==> src/rtl/pipe_stage_reg.sv <==
// pipe_stage_reg: valid/ready pipeline register with flush, bubble-masked control field
// and an optional second (skid) entry that keeps upstream ready fully registered.
module pipe_stage_reg #(
    parameter int DATA_W         = 64,
    parameter int CTRL_W         = 8,
    parameter int SKID           = 1,
    parameter int FLUSH_CLR_DATA = 1
) (
    input  logic              clk,
    input  logic              reset,
    input  logic              flush_i,
    input  logic              in_valid_i,
    output logic              in_ready_o,
    input  logic [CTRL_W-1:0] in_ctrl_i,
    input  logic [DATA_W-1:0] in_data_i,
    output logic              out_valid_o,
    input  logic              out_ready_i,
    output logic [CTRL_W-1:0] out_ctrl_o,
    output logic [DATA_W-1:0] out_data_o,
    output logic [1:0]        occupancy_o
);
    typedef enum logic [1:0] {S_EMPTY = 2'd0, S_FULL = 2'd1, S_SKID = 2'd2} state_t;
    state_t            r_state, w_next;
    logic [CTRL_W-1:0] r_main_ctrl, r_skid_ctrl;
    logic [DATA_W-1:0] r_main_data, r_skid_data;
    logic              w_in_fire, w_out_fire, w_load_main, w_load_skid, w_move, w_clr_data;
    assign in_ready_o  = (SKID != 0) ? (r_state != S_SKID) : (r_state == S_EMPTY || out_ready_i);
    assign out_valid_o = r_state != S_EMPTY;
    assign out_ctrl_o  = out_valid_o ? r_main_ctrl : '0;
    assign out_data_o  = r_main_data;
    assign occupancy_o = r_state == S_SKID ? 2'd2 : r_state == S_FULL ? 2'd1 : 2'd0;
    assign w_in_fire   = in_valid_i && in_ready_o;
    assign w_out_fire  = out_valid_o && out_ready_i;
    // A full stage only takes a new head when the current head leaves; otherwise it parks in skid.
    assign w_load_main = !flush_i && w_in_fire && (r_state == S_EMPTY || w_out_fire);
    assign w_load_skid = !flush_i && w_in_fire && r_state == S_FULL && !w_out_fire;
    assign w_move      = !flush_i && r_state == S_SKID && w_out_fire;
    assign w_clr_data  = flush_i && (FLUSH_CLR_DATA != 0);
    always_comb begin
        w_next = r_state;
        if (flush_i) w_next = S_EMPTY;
        else if (w_load_skid) w_next = S_SKID;
        else if (w_load_main || w_move) w_next = S_FULL;
        else if (w_out_fire) w_next = S_EMPTY;
    end
    always_ff @(posedge clk or negedge reset) begin
        if (!reset) r_state <= S_EMPTY;
        else r_state <= w_next;
    end
    always_ff @(posedge clk or negedge reset) begin
        if (!reset) begin
            r_main_ctrl <= '0;
            r_main_data <= '0;
            r_skid_ctrl <= '0;
            r_skid_data <= '0;
        end else begin
            r_main_ctrl <= flush_i ? '0 : w_load_main ? in_ctrl_i : w_move ? r_skid_ctrl : r_main_ctrl;
            r_main_data <= w_clr_data ? '0 : w_load_main ? in_data_i : w_move ? r_skid_data : r_main_data;
            r_skid_ctrl <= flush_i ? '0 : w_load_skid ? in_ctrl_i : r_skid_ctrl;
            r_skid_data <= w_clr_data ? '0 : w_load_skid ? in_data_i : r_skid_data;
        end
    end
endmodule
==> config.mk <==
export PLATFORM = sky130hd
export DESIGN_NAME = pipe_stage_reg
export DESIGN_NICKNAME = d
export VERILOG_FILES = /design/src/rtl/pipe_stage_reg.sv
export SDC_FILE = /design/constraint.sdc
export NUM_CORES = 1
export LEC_CHECK = 0
export BUFFER_PORTS_ARGS = -buffer_cell sky130_fd_sc_hd__buf_2
export CAP_MARGIN = 20
export CELL_PAD_IN_SITES_DETAIL_PLACEMENT = 0
export CELL_PAD_IN_SITES_GLOBAL_PLACEMENT = 1
export CORE_MARGIN = 8
export CORE_UTILIZATION = 25
export CTS_CLUSTER_SIZE = 24
export DETAILED_ROUTE_END_ITERATION = 7
export GPL_TIMING_DRIVEN = 0
export MAX_ROUTING_LAYER = met4
export PLACE_DENSITY = 0.51
export SKIP_LAST_GASP = 1
export SYNTH_ARGS = -nofsm -noshare
export SYNTH_HDL_FRONTEND = slang
export SYNTH_SLANG_ARGS = --single-unit
export TNS_END_PERCENT = 30
==> constraint.sdc <==
create_clock -name clk -period 3.05 [get_ports clk]
set_input_delay 0.1525 -clock clk [delete_from_list [all_inputs] [get_ports clk]]
set_output_delay 0.1525 -clock clk [all_outputs]
set_load 0.02 [all_outputs]
==> metrics <==
arrival time at the worst endpoint=2.29 ns; root buf cell=clkbuf_16; insertion delay to the later sink of the worst-skew pair=0.43 ns; post-cts gate resize count=0; crit end category=register; peak fanout along the critical path=10; Post-DP Area=0.00842 mm²; Post-Syn Area=0.00714 mm²; RSZ-0062 raised after global routing=false; post-placement cell count=1,190; Filler Cells Inserted=about 3,000; Top Family by Delay on Critical Path=buffers and inverters; worst max-slew margin expressed relative to the limit=0.575; Critical Path RT=3.39 ns; initial antenna violation count=0; Sum Neg Setup Slack=0 ns; type of the worst setup path=reg2reg; register area share after synthesis=0.512; Worst Path Buf+Inv=3; clk sinks=146; area overhead of the layout relative to synthesis=36.3%; floorplan row count=62; Final nets=976; Initial Util=0.251; DRT Wirelength=21,700 µm; final standard cell area without fillers=0.00973 mm²; internal cell power=3.47 mW; I/O pin count=roughly 150; max-slew violation count=0; distinct cell type count after synthesis=23; DRC violations left=0; worst-case setup slack after placement=between 1 and 1.5 ns; Die X-Extent=~180 µm; cells taking the most area after synthesis=dfrtp_1 (51%), mux2i_1 (20%), nand2_1 (7.6%); combinational fraction of design power=0.138; Vias/cell=4.12; worst clock skew on the final layout=0.0184 ns; Yosys warnings=0; I/O Buffers=152; clock share of power=0.435; CP startpoint kind=register; Fin. Hold Viols=0; count of max-cap constraint violations=0; core outline area=0.0284 mm²; Synth top area share=0.512; Top FF cell, synth=dfrtp_1; post-layout util=0.343; TritonCTS clock tree=yes; share of the clock period used by the worst path after layout=0.641; net switching fraction of the power=0.274; pin count of the biggest net entering global routing=75; number of standard cells in the final layout excluding fillers=1,296; leakage power figure=about 4.7 nW; routed via count=between 5,000 and 6,000; gp weighted congestion=roughly 0.68; final critical-path setup slack=approximately 1.1 ns; cell taking the most area after synthesis=dfrtp_1; ordered cell list for the critical path=buf_6 > nor2b_1 > o21ai_1 > a21oi_1 > buf_2 > buf_4 > mux2i_1; register share of total power=0.427; Worst Max-Slew Pin Slew=0.638 ns; remaining antenna violation count=0; Peak supply drop=around 0.33 mV; clock buffer count from CTS=17; highest attainable clock frequency=between 500 and 600 MHz; number of setup violations in the final report=0; library cell contributing the largest single delay on the critical path=dfrtp_1; hold crit path type=in2reg; flops & latches, synth=146; fraction of layout instances using a drive strength above 1=0.225; worst-case clock buffer depth=2; Iter 0 DRT Violations=307; number of synthesized flops with an enable pin=0; switching power summed over all nets=1.31 mW; GRT Overall Usage=0.134; vias in the first global route=slightly below 6,000; half-perimeter wire length of the detailed placement result=14,500 µm; antenna cells=0; global-route congestion overflow total=0; top post-synthesis cells by count=dfrtp_1 (146), nand2_1 (145), mux2i_1 (144); H-Tree Level Count=4; average wire length per cell after detail routing=16.8 µm; total nets after synthesis=730; global-route wire length before repair=34,200 µm; DIE AREA=0.0342 mm²; Clk pin slew, worst setup/hold paths=0.06 ns; Final Critical Period=around 2 ns; cell with the most instances after synthesis=dfrtp_1; post-synthesis async set-or-reset flop share=1.00; max incr delay on CP=0.37 ns; status=finished, final reports clean; Mapped Cells=653; Cell Pwr Density=491 mW/mm²; Synth Area per Inst=10.9 µm²; Vert. Die Dim=185 µm; first-pass iteration count of the detailed router=4
## what timing repair did
action                                 4_1_cts  5_1_grt
hold buffers                                74        0
buffers inserted                             0        0
endpoints found under the hold margin      146        0
## power by group through the flow
stage          registers (mW)  clock network, mW  logic [mW]
6_report                 2.04               2.08       0.658
4_1_cts                  2.04               2.15       0.679
2_1_floorplan            2.12                  0       0.302
3_5_place_dp             2.08                  0       0.603
3_3_place_gp             2.08                  0       0.599
5_1_grt                  2.05               2.24       0.720
## state kept, by name (all words and copies together) (netlist names)
| name | flops |
|---|---|
| r_skid_ctrl | 8 |
| r_main_ctrl | 8 |
| r_skid_data | 64 |
| r_state | 2 |
| out_data_o | 64 |
## layer usage
| layer | vias up | global-route usage | share of wire |
|---|---|---|---|
| met5 | - | - | 0 |
| met4 | 0 | 0.0339 | 0.0097 |
| met3 | 9 | 0.0196 | 0.025 |
| met2 | 88 | 0.217 | 0.49 |
| met1 | 2572 | 0.174 | 0.48 |
| li1 | 2673 | - | - |
## area by class of cell
type	count	area, µm²	share of cell area
Tap cell	384	480	0.0494
Buffer	49	359	0.0369
Clock buffer	19	443	0.0455
Timing Repair Buffer	227	1540	0.158
Multi-Input combinational cell	457	3120	0.321
Inverter	1	3.75	0.000386
Sequential cell	146	3650	0.376
Clock inverter	13	126	0.0130
## cell families (layout without fill, tap and decap cells)
group	Yosys count	in the layout	synth area share
AOI/OAI and AO/OA	9	9	0.00807
buffers and inverters	50	309	0.0508
DFF	146	146	0.512
muxes	144	144	0.202
and+or+nand+nor	304	304	0.227
## through the flow
stage	total power [mW]	hold WS, ns
6_report	4.77	0.0819
2_1_floorplan	2.42	-0.143
5_1_grt	5.01	0.115
3_3_place_gp	2.68	0.365
3_5_place_dp	2.68	0.180
4_1_cts	4.87	0.0578
## worst paths after layout
check / start / cells after the start / slack, ns / end
max in group asynchronous: reset / 3 / 1.96 / r_skid_data[24]
max: r_state[0] / 7 / 1.09 / out_data_o[47]
min in group asynchronous: reset / 2 / 0.26 / out_data_o[56]
min reg2reg: r_skid_data[7] / 2 / 0.51 / r_skid_data[7]
max reg2reg: r_state[0] / 7 / 1.09 / out_data_o[47]
min: in_valid_i / 3 / 0.08 / r_state[1]
## layout by cell type, fill, tap and decap left out, types with 2 or more instances in the layout
cell,count
a21oi_1,6
nor2b_1,3
and2_1,8
buf_6,2
nand2b_1,74
clkinvlp_4,4
clkbuf_16,17
clkinv_4,4
mux2i_1,144
nand2_1,145
dlygate4sd3_1,74
nand3b_1,68
buf_12,8
clkbuf_1,30
dfrtp_1,146
buf_4,7
buf_2,154
inv_6,3
## tightest hold or removal path, stage by stage
cell and delay (ns):
buf_2 0.12, a21oi_1 0.14, nor3_1 0.05
(Power assumes the default switching activity.)
